===== config.mk =====
export PLATFORM = sky130hd
export DESIGN_NAME = pipe_hazard_ctrl
export DESIGN_NICKNAME = d
export VERILOG_FILES = /design/src/rtl/core_pkg.sv /design/src/rtl/hz_perf_counter.sv /design/src/rtl/pipe_hazard_ctrl.sv
export SDC_FILE = /design/constraint.sdc
export NUM_CORES = 1
export LEC_CHECK = 0
export ABC_AREA = 1
export BUFFER_PORTS_ARGS = -buffer_cell sky130_fd_sc_hd__clkbuf_2
export CORE_UTILIZATION = 37
export DETAILED_ROUTE_END_ITERATION = 10
export PLACE_DENSITY = 0.8
export SETUP_SLACK_MARGIN = 0.3
export SYNTH_ARGS = -nofsm -noshare
export SYNTH_HDL_FRONTEND = slang
export SYNTH_SLANG_ARGS = --single-unit

===== constraint.sdc =====
create_clock -name clk -period 1.5 [get_ports clk]
set_input_delay 0.225 -clock clk [delete_from_list [all_inputs] [get_ports clk]]
set_output_delay 0.225 -clock clk [all_outputs]
set_load 0.01 [all_outputs]

===== src/rtl/core_pkg.sv =====
// Types and constants shared by the pipeline control blocks.
package core_pkg;

  typedef enum logic [1:0] {
    RUN      = 2'd0,
    DIV_WAIT = 2'd1,
    REDIRECT = 2'd2
  } hz_state_e;

  localparam logic [4:0] REG_ZERO = 5'd0;

endpackage


===== src/rtl/hz_perf_counter.sv =====
// 32-bit wrapping event counter with synchronous clear.
// Present only when HAZARD_PERF_CNT_EN is defined.
`ifdef HAZARD_PERF_CNT_EN
module hz_perf_counter (
  input  logic        clk,
  input  logic        rst,
  input  logic        inc_i,
  output logic [31:0] cnt_o
);

  logic [31:0] cnt_q;

  always_ff @(posedge clk) begin
    if (rst) begin
      cnt_q <= '0;
    end else if (inc_i) begin
      cnt_q <= cnt_q + 32'd1;
    end
  end

  assign cnt_o = cnt_q;

endmodule
`endif


===== src/rtl/pipe_hazard_ctrl.sv =====
// Stall/flush sequencing for the PC, IF/ID and ID/EX registers.
// Optional performance counters are enabled by HAZARD_PERF_CNT_EN.
module pipe_hazard_ctrl
  import core_pkg::*;
#(
  parameter int DIV_LATENCY    = 8,
  parameter int REDIRECT_FLUSH = 1
) (
  input  logic        clk,
  input  logic        rst,
  input  logic [4:0]  id_rs1_addr_i,
  input  logic [4:0]  id_rs2_addr_i,
  input  logic        id_uses_rs1_i,
  input  logic        id_uses_rs2_i,
  input  logic [4:0]  ex_rd_addr_i,
  input  logic        ex_is_load_i,
  input  logic        ex_div_start_i,
  input  logic        ex_redirect_i,
  input  logic        mem_busy_i,
  output logic        pc_stall_o,
  output logic        if_id_stall_o,
  output logic        id_ex_stall_o,
  output logic        ex_mem_stall_o,
  output logic        if_id_flush_o,
  output logic        id_ex_flush_o,
  output logic [1:0]  state_o,
  output logic [31:0] stall_cnt_o,
  output logic [31:0] flush_cnt_o
);

  localparam int CW = $clog2(DIV_LATENCY);
  localparam logic [CW-1:0] DIV_LOAD = CW'(DIV_LATENCY - 2);

  hz_state_e     state_q, state_d;
  logic [CW-1:0] div_cnt_q, div_cnt_d;
  logic          load_use;
  logic          redirect_acc;

  assign load_use = ex_is_load_i && (ex_rd_addr_i != REG_ZERO) &&
                    ((id_uses_rs1_i && (id_rs1_addr_i == ex_rd_addr_i)) ||
                     (id_uses_rs2_i && (id_rs2_addr_i == ex_rd_addr_i)));

  always_ff @(posedge clk) begin
    if (rst) begin
      state_q   <= RUN;
      div_cnt_q <= '0;
    end else begin
      state_q   <= state_d;
      div_cnt_q <= div_cnt_d;
    end
  end

  always_comb begin
    state_d        = state_q;
    div_cnt_d      = div_cnt_q;
    pc_stall_o     = 1'b0;
    if_id_stall_o  = 1'b0;
    id_ex_stall_o  = 1'b0;
    ex_mem_stall_o = 1'b0;
    if_id_flush_o  = 1'b0;
    id_ex_flush_o  = 1'b0;
    redirect_acc   = 1'b0;
    if (rst) begin
      state_d   = RUN;
      div_cnt_d = '0;
    end else if (mem_busy_i) begin
      // Bus wait freezes everything, including any sequence in flight.
      pc_stall_o     = 1'b1;
      if_id_stall_o  = 1'b1;
      id_ex_stall_o  = 1'b1;
      ex_mem_stall_o = 1'b1;
    end else begin
      case (state_q)
        DIV_WAIT: begin
          pc_stall_o    = 1'b1;
          if_id_stall_o = 1'b1;
          id_ex_stall_o = 1'b1;
          if (div_cnt_q == '0) begin
            state_d = RUN;
          end else begin
            div_cnt_d = div_cnt_q - 1'b1;
          end
        end
        REDIRECT: begin
          if_id_flush_o = 1'b1;
          state_d       = RUN;
        end
        default: begin
          if (ex_redirect_i) begin
            if_id_flush_o = 1'b1;
            id_ex_flush_o = 1'b1;
            redirect_acc  = 1'b1;
            if (REDIRECT_FLUSH == 2) state_d = REDIRECT;
          end else if (ex_div_start_i) begin
            pc_stall_o    = 1'b1;
            if_id_stall_o = 1'b1;
            id_ex_stall_o = 1'b1;
            div_cnt_d     = DIV_LOAD;
            state_d       = DIV_WAIT;
          end else if (load_use) begin
            pc_stall_o    = 1'b1;
            if_id_stall_o = 1'b1;
            id_ex_flush_o = 1'b1;
          end
        end
      endcase
    end
  end

  assign state_o = rst ? 2'd0 : state_q;

`ifdef HAZARD_PERF_CNT_EN
  logic [31:0] stall_cnt, flush_cnt;

  hz_perf_counter u_stall_cnt (
    .clk   (clk),
    .rst   (rst),
    .inc_i (pc_stall_o),
    .cnt_o (stall_cnt)
  );

  hz_perf_counter u_flush_cnt (
    .clk   (clk),
    .rst   (rst),
    .inc_i (redirect_acc),
    .cnt_o (flush_cnt)
  );

  assign stall_cnt_o = rst ? 32'd0 : stall_cnt;
  assign flush_cnt_o = rst ? 32'd0 : flush_cnt;
`else
  assign stall_cnt_o = 32'd0;
  assign flush_cnt_o = 32'd0;
`endif

endmodule


==> results of run 1 <==
-- how the worst max path moves through the flow --
stage                    start            end  cells past startpoint
2_1_floorplan  ex_rd_addr_i[2]     pc_stall_o                      8
3_3_place_gp   ex_rd_addr_i[4]  if_id_stall_o                     10
3_5_place_dp   ex_rd_addr_i[4]     pc_stall_o                     10
4_1_cts             state_q[0]     pc_stall_o                      5
5_1_grt        ex_rd_addr_i[1]     pc_stall_o                     10
6_report       ex_rd_addr_i[1]     pc_stall_o                     10
-- critical path, delay by kind of cell --
kind / cells / cell delay (ns)
AND/OR/NAND/NOR: 6 / 0.43
buffers and inverters: 3 / 0.25
AO/OA/AOI/OAI: 1 / 0.17
-- timing repair --
item | 4_1_cts | 5_1_grt
gates resized for setup | 8 | 49
pin swaps | 6 | 19
endpoints found under the setup margin | 6 | 7
hold buffers | 0 | 0
setup buffers | 2 | 1
-- cell families after synthesis --
logic type / synth area share, %
buffers and inverters: 56.7
AND/OR/NAND/NOR: 26.4
AO/OA/AOI/OAI: 6.42
flip-flops: 7.75
adder cells (fa/ha/maj): 2.42
other: 0.363
-- cell type report --
cell class,instances,area [um^2],share of cell area [%]
timing repair buffer,32,254,21.6
sequential,4,85.1,7.23
tap,30,37.5,3.19
multi-input combinational,137,672,57.1
inverter,24,105,8.94
clock buffer,3,22.5,1.91
-- through the flow --
stage,power (uW),area [um^2],hold slack [ns],utilization [%]
6_report,552,1180,0.255,45.8
2_1_floorplan,425,1280,0.294,-
4_1_cts,507,1040,0.254,40.5
5_1_grt,607,1180,0.251,45.8
3_5_place_dp,360,972,0.463,37.9
3_3_place_gp,358,972,0.455,37.9
-- power by group through the flow --
stage / logic (uW) / registers [uW] / clock network, uW
after global placement: 237 / 121 / 0
after floorplan: 305 / 120 / 0
after CTS: 256 / 118 / 134
final: 304 / 120 / 128
after global routing: 340 / 120 / 148
after detailed placement: 239 / 121 / 0
-- per-layer routing --
layer | GRT usage (%) | part of all wire [%] | vias to the layer above
li1 | - | - | 440
met1 | 11.9 | 35 | 365
met2 | 17.1 | 54 | 59
met3 | 3.61 | 11 | 0
met4 | 1.28 | 0 | 0
met5 | 0 | 0 | -
-- placed cells by master, fill, tap and decap left out, types with 2 or more instances in the layout --
| master | n |
|---|---|
| nor2_1 | 9 |
| a21oi_1 | 3 |
| conb_1 | 65 |
| o21ai_1 | 2 |
| nand4_1 | 2 |
| nand2_4 | 2 |
| inv_1 | 13 |
| clkbuf_4 | 3 |
| buf_2 | 2 |
| nor2_2 | 4 |
| buf_6 | 9 |
| dfxtp_1 | 2 |
| nand2_2 | 13 |
| inv_4 | 4 |
| buf_8 | 3 |
| o21ai_4 | 2 |
| clkbuf_2 | 15 |
| buf_4 | 3 |
| inv_2 | 6 |
| nand2_1 | 23 |
| nand3_1 | 4 |
-- state kept, by name, indices dropped and copies added (netlist names) --
signal     flops
div_cnt_q      3
state_q        1
==> impl_metrics.ini, run 1 <==
[run_status]
status = finished clean

[clock_tree]
cts.clk_slew.worst_paths_ns = 0.04
cts_max_path_buffers = 2
cts_buffers = 3
clk_latency_ns = 0.23
cts.sinks = 4
clockRootBuffer = clkbuf_4
cts_tree = yes
htreeDepth = 1

[worst_hold_path]
min_from = rst
min_path_cells = 2
worstHoldPathType = primary input to flip-flop
hold_path_end = div_cnt_q[0]

[floorplan]
die_w_um = 54.9
die_h_um = 54.9
initial_core_util_pct = 40.3
die_area_um2 = 3010
coreArea_um2 = 2570
num_rows = 18
io_pins = 95

[global_routing]
grt_first_pass_wirelength_um = 2180
antenna_found_initial = 0
grt_pass1_vias = 582
grt_max_degree = 7
gr-total-overflow = 0
grt_usage_pct = 9.91

[timing]
min_period_ns = 1.30
clock_skew_ns = 0.00497
rsz0062_at_grt = yes
hold_viol = 0
finalSetupViolCount = 0
final_max_slew_viol_count = 0
fmax_mhz = 770
tns_ns = 0
setup_slack_ns = 0.201
period_share_pct = 86.6

[critical_path]
criticalPathCategory = primary input to primary output
reg2reg_slack_ns = 0.40
crit_path_max_fanout = 3
rr_startpoint = div_cnt_q[0]
critical_path_arrival_ns = 1.07
cp.required_ns = 1.27
crit_path_start_kind = primary input
reg2reg_to = div_cnt_q[0]
endpoint_kind = primary output
path_cells = buf_6, inv_2, nand2_2, nand2_1, nor2_1, nand3_1, nand2_1, nand2_2, o21ai_4, buf_6
slowest_stage = o21ai_4
r2r_cells = 6
slowest_delay_ns = 0.17

[yosys]
syn_area_um2 = 1030
synthDistinctLibCells = 22
syn_inst = 167
avgSynthCellArea_um2 = 6.19
yosysMostFrequentCell = buf_4
yosys-top-cells-area = buf_4 (48%), nand2_1 (13%), dfxtp_1 (7.7%)
yosysTopAreaCellShare_pct = 47.9
synthFlopType = dfxtp_1
ys_seq_area_share_pct = 7.75
ys_ff_latch = 4
async_flop_share_pct = 0
ys_top_cells_by_count = buf_4 (66), nand2_1 (36), inv_1 (18)
yosys.area.top_type = buf_4
synth_edf_count = 0
yosys_warnings = 0

[power_and_ir_drop]
power_leakage_uw = 0.000715
pwr-share-seq_pct = 21.7
peakVddDrop_mv = 0.330
cell_internal_pwr_uw = 314
p_per_area_nw_per_um2 = 469
clkPwrFrac_pct = 23.2
p_sw_uw = 237
p_sw_share_pct = 43.0
p_comb_share_pct = 55.1

[finish]
n_fill_cell = 258
layout.cells.non_filler = 230
layout-drive-gt1-share_pct = 37.0
area_growth_pct = 13.8
diodes = 0
nets = 227

[placement]
finalWeightedCongestion = 0.844
dpl.hpwl_um = 1350
dp_slack_ns = 0.161
dp.cells = 224
portBuffers = 29

[detailed_routing]
vias_per_cell = 3.76
wl_um = 1780
wl_per_cell_um = 7.76
drtPass1Iterations = 4
vias = 864
post-route-drc-count = 0
first_iter_violations = 9
ant_nets = 0

[run]
max_cap_violations = 0
Note: power is estimated with default switching activity, not from simulation.
==> run 2, diff against run 1 <==
--- a/constraint.sdc
+++ b/constraint.sdc
@@ -3,2 +3,2 @@
 set_output_delay 0.225 -clock clk [all_outputs]
-set_load 0.01 [all_outputs]
+set_load 0.1 [all_outputs]
==> impl_metrics.ini, run 2 (same netlist as run 1, synthesis figures left out) <==
[critical_path]
cp.required_ns = 1.27
slowest_delay_ns = 0.35
path_cells = inv_8, nand2_8, o21ai_4, clkinvlp_4, buf_12
critical_path_arrival_ns = 1.23
criticalPathCategory = flip-flop to primary output
slowest_stage = dfxtp_4
crit_path_max_fanout = 4
r2r_cells = 7
endpoint_kind = primary output
crit_path_start_kind = flip-flop

[run]
max_cap_violations = 0

[power_and_ir_drop]
power_leakage_uw = 0.000773
p_total_uw = 1350
p_per_area_nw_per_um2 = 968
peakVddDrop_mv = 0.716

[detailed_routing]
post-route-drc-count = 0
wl_per_cell_um = 8.59
wl_um = 2010
ant_nets = 0
first_iter_violations = 14
met2_wirelength_um = 1140
drtPass1Iterations = 4
top_layer_used = met3
vias_per_cell = 3.81
vias = 891
routed-wl-met3_um = 168
wl_met1_um = 701

[finish]
layout_commonest_cell = conb_1
layout-drive-gt1-share_pct = 39.7
area_growth_pct = 34.5
largest_reg_flops = 3
diodes = 0
nets = 231
reg.largest.list = div_cnt_q (3), state_q (1)
layout.cells.non_filler = 234
layout_common_cells = conb_1 (65), nand2_1 (27), inv_1 (11), clkbuf_2 (11), nand2_2 (9)
largest-register = div_cnt_q

[worst_hold_path]
worstHoldPathType = primary input to flip-flop
min_path_cells = 2

[placement]
finalWeightedCongestion = 0.795
dp.cells = 224
dpl.hpwl_um = 1500
portBuffers = 29

[floorplan]
die_w_um = 54.9
coreArea_um2 = 2570
die_h_um = 54.9
num_rows = 18
io_pins = 95
initial_core_util_pct = 40.3
die_area_um2 = 3010

[clock_tree]
cts_buffers = 3
cts.clk_slew.worst_paths_ns = 0.04
clockRootBuffer = clkbuf_4
cts_max_path_buffers = 2
cts_tree = yes
cts.sinks = 4
clk_latency_ns = 0.24
htreeDepth = 1

[timing]
clock_skew_ns = 0.000212
period_share_pct = 97.3
min_period_ns = 1.46
fmax_mhz = 685
finalSetupViolCount = 0
tns_ns = 0
final_max_slew_viol_count = 0
hold_viol = 0
rsz0062_at_grt = yes

[global_routing]
gr-total-overflow = 0
antenna_found_initial = 0
grt_usage_pct = 11.6
grt_pass1_vias = 658
grt_first_pass_wirelength_um = 2550
grt_max_degree = 7

[run_status]
status = finished clean
==> run 2: cell count changes in the layout (fill, tap and decap cells not counted), sizes merged <==
cell | previous run | this run
buf | 17 | 25
clkbuf | 18 | 14
clkinvlp | 0 | 1
inv | 24 | 23
==> run 2: report_power, final <==
part,internal (uW),leakage (uW),switching (uW)
combinational,161,0.000725,926
clock,89.7,0.0000138,47.8
sequential,115,0.0000343,5.37
total,366,0.000773,979
==> run 2: repair_timing <==
action,CTS,global route
gates cloned,0,0
endpoints found under the setup margin,6,9
gates resized for setup,10,38
buffers inserted,4,3
pin swaps,4,20
hold buffers,0,0
==> run 2: worst max-delay path: cells and delay by family, from the launching register on <==
family	cells	cell delay, ns
AO/OA/AOI/OAI	1	0.20
AND/OR/NAND/NOR	1	0.05
flip-flops	1	0.35
buffers and inverters	3	0.38
==> run 2: layout make-up <==
cell class	count	area [um^2]
fill	232	1180
tap	30	37.5
multi-input combinational	137	711
inverter	24	134
timing repair buffer	36	399
clock buffer	3	22.5
sequential	4	86.3
==> run 2: routing by layer <==
layer  vias up  GRT usage, %
li1        445             -
met1       392          11.5
met2        54          22.7
met3         0          3.06
met4         0          3.42
met5         -             0
==> run 2: per-stage QoR <==
step                      utilization (%)  area [um^2]  setup slack [ns]  hold slack, ns
after global placement               45.3         1160           -0.0250           0.454
final                                54.1         1390            0.0409           0.305
after floorplan                         -         1380            -0.243           0.294
after detailed placement             45.3         1160           -0.0421           0.456
after CTS                            49.0         1260            0.0221           0.297
after global routing                 54.1         1390          -0.00959           0.306
==> run 2: final timing paths <==
kind / end / slack (ns) / start
min: div_cnt_q[0] / 0.30 / rst
max: id_ex_stall_o / 0.04 / state_q[0]
min reg2reg: div_cnt_q[1] / 0.47 / div_cnt_q[1]
max reg2reg: state_q[0] / 0.36 / state_q[0]
==> run 3, diff against run 2 <==
Settings changed: CORE_UTILIZATION 37 to 40, PLACE_DENSITY 0.8 to 0.86, SYNTH_HIERARCHICAL set to 1.
Clock period 1.5 ns to 1.8 ns, I/O delays scaled along.
==> impl_metrics.ini, run 3 <==
[yosys]
synth_edf_count = 0
avgSynthCellArea_um2 = 6.19
async_flop_share_pct = 0
yosys-top-cells-area = buf_4 (48%), nand2_1 (13%), dfxtp_1 (7.7%)
synthDistinctLibCells = 22
yosysTopAreaCellShare_pct = 47.9
yosys_warnings = 6
syn_inst = 167
ys_top_cells_by_count = buf_4 (66), nand2_1 (36), inv_1 (18)
synthFlopType = dfxtp_1
ys_ff_latch = 4
ys_seq_area_share_pct = 7.75
syn_area_um2 = 1030
yosysMostFrequentCell = buf_4
yosys.area.top_type = buf_4

[placement]
finalWeightedCongestion = 0.709
dp.cells = 225
dpl.hpwl_um = 1370
portBuffers = 29
place_area_um2 = 1080

[global_routing]
gr-total-overflow = 0
grt_usage_pct = 11.7
grt_pass1_vias = 630
antenna_found_initial = 0
grt_max_degree = 7
grt_first_pass_wirelength_um = 2410

[floorplan]
io_pins = 95
num_rows = 18
die_area_um2 = 2790
die_w_um = 52.8
die_h_um = 52.8
initial_core_util_pct = 42.1
coreArea_um2 = 2450

[power_and_ir_drop]
power_leakage_uw = 0.000744
p_per_area_nw_per_um2 = 853
peakVddDrop_mv = 0.578

[detailed_routing]
first_iter_violations = 10
vias_per_cell = 3.69
wl_um = 1660
ant_nets = 0
drtPass1Iterations = 4
post-route-drc-count = 0
wl_per_cell_um = 7.21
vias = 849

[clock_tree]
htreeDepth = 1
clk_latency_ns = 0.23
cts_max_path_buffers = 2
cts_tree = yes
cts_buffers = 3
cts.sinks = 4
clockRootBuffer = clkbuf_4
cts.clk_slew.worst_paths_ns = 0.04

[worst_hold_path]
worstHoldPathType = primary input to flip-flop

[timing]
max_slew.worst_pin.slew_ns = 0.536
final_max_slew_viol_count = 0
clock_skew_ns = 0.00312
rsz0062_at_grt = yes
tns_ns = 0
fmax_mhz = 653
hold_viol = 0
relSlewSlack_pct = 64.4
min_period_ns = 1.53
period_share_pct = 85.1
finalSetupViolCount = 0

[critical_path]
crit_path_start_kind = flip-flop
endpoint_kind = primary output
path_buf_inv = 3
path_cells = inv_6, nand2_4, o21ai_2, buf_4, o21ai_4, buf_12
slowest_delay_ns = 0.35
critical_path_arrival_ns = 1.26
slowest_stage = dfxtp_4
crit_family = buffers and inverters
criticalPathCategory = flip-flop to primary output
cp.required_ns = 1.53
crit_path_max_fanout = 4

[finish]
largest_reg_flops = 3
final_area_um2 = 1260
layout-drive-gt1-share_pct = 33.5
layout_commonest_cell = conb_1
final_util_pct = 51.2
layout.cells.non_filler = 230
area_growth_pct = 21.5
nets = 227
n_fill_cell = 234
layout_common_cells = conb_1 (65), nand2_1 (26), inv_1 (16)
reg.largest.list = div_cnt_q (3), state_q (1)
largest-register = div_cnt_q
diodes = 0

[run]
max_cap_violations = 0

[run_status]
status = finished clean
run 3: cell counts after synthesis:
No cell type changed its count.
run 3: kinds of logic (layout without fill, tap and decap cells):
kind of cell             Yosys count  after routing  synth area share (%)
flip-flops                         4              4                  7.75
AO/OA/AOI/OAI                     10             10                  6.42
other                              1             65                 0.363
AND/OR/NAND/NOR                   60             60                  26.4
buffers and inverters             90             59                  56.7
adder cells (fa/ha/maj)            2              2                  2.42
run 3: report_power, final:
part	internal, uW	switching (uW)	leakage, uW
combinational	107	755	0.000696
sequential	95.3	3.55	0.0000335
clock	74.5	35.6	0.0000138
run 3: path summary, 6_finish.rpt:
kind                startpoint      endpoint  slack, ns  cells past startpoint
setup / recovery    state_q[0]    pc_stall_o       0.27                      6
hold / removal             rst  div_cnt_q[2]       0.33                      2
setup reg to reg  div_cnt_q[0]  div_cnt_q[0]       0.63                      6
hold reg to reg   div_cnt_q[2]  div_cnt_q[2]       0.46                      2
run 3: area by class of cell:
cell class / count / area (um^2) / area share [%]
multi-input combinational: 137 / 674 / 53.7
clock buffer: 3 / 22.5 / 1.79
tap: 30 / 37.5 / 2.99
inverter: 24 / 130 / 10.4
timing repair buffer: 32 / 308 / 24.5
sequential: 4 / 83.8 / 6.67
run 3: metrics by stage:
step | setup WS [ns] | hold slack [ns] | power, uW
after detailed placement | 0.158 | 0.457 | 925
after floorplan | -0.0357 | 0.339 | 965
after global routing | 0.183 | 0.348 | 1110
after CTS | 0.258 | 0.330 | 1060
after global placement | 0.163 | 0.456 | 921
final | 0.268 | 0.331 | 1070
run 3: layer usage:
layer	up-vias	global-route usage (%)	wire [um]
met5	-	0	0
met4	0	6.58	25
met3	2	1.45	151
met2	56	21.5	872
met1	351	12.7	611
li1	440	-	-
run 3: what timing repair did:
action,CTS,global route
buffers inserted,2,0
setup endpoints to repair,6,5
gates resized for setup,20,14
hold buffers,0,0
pin swaps,9,2
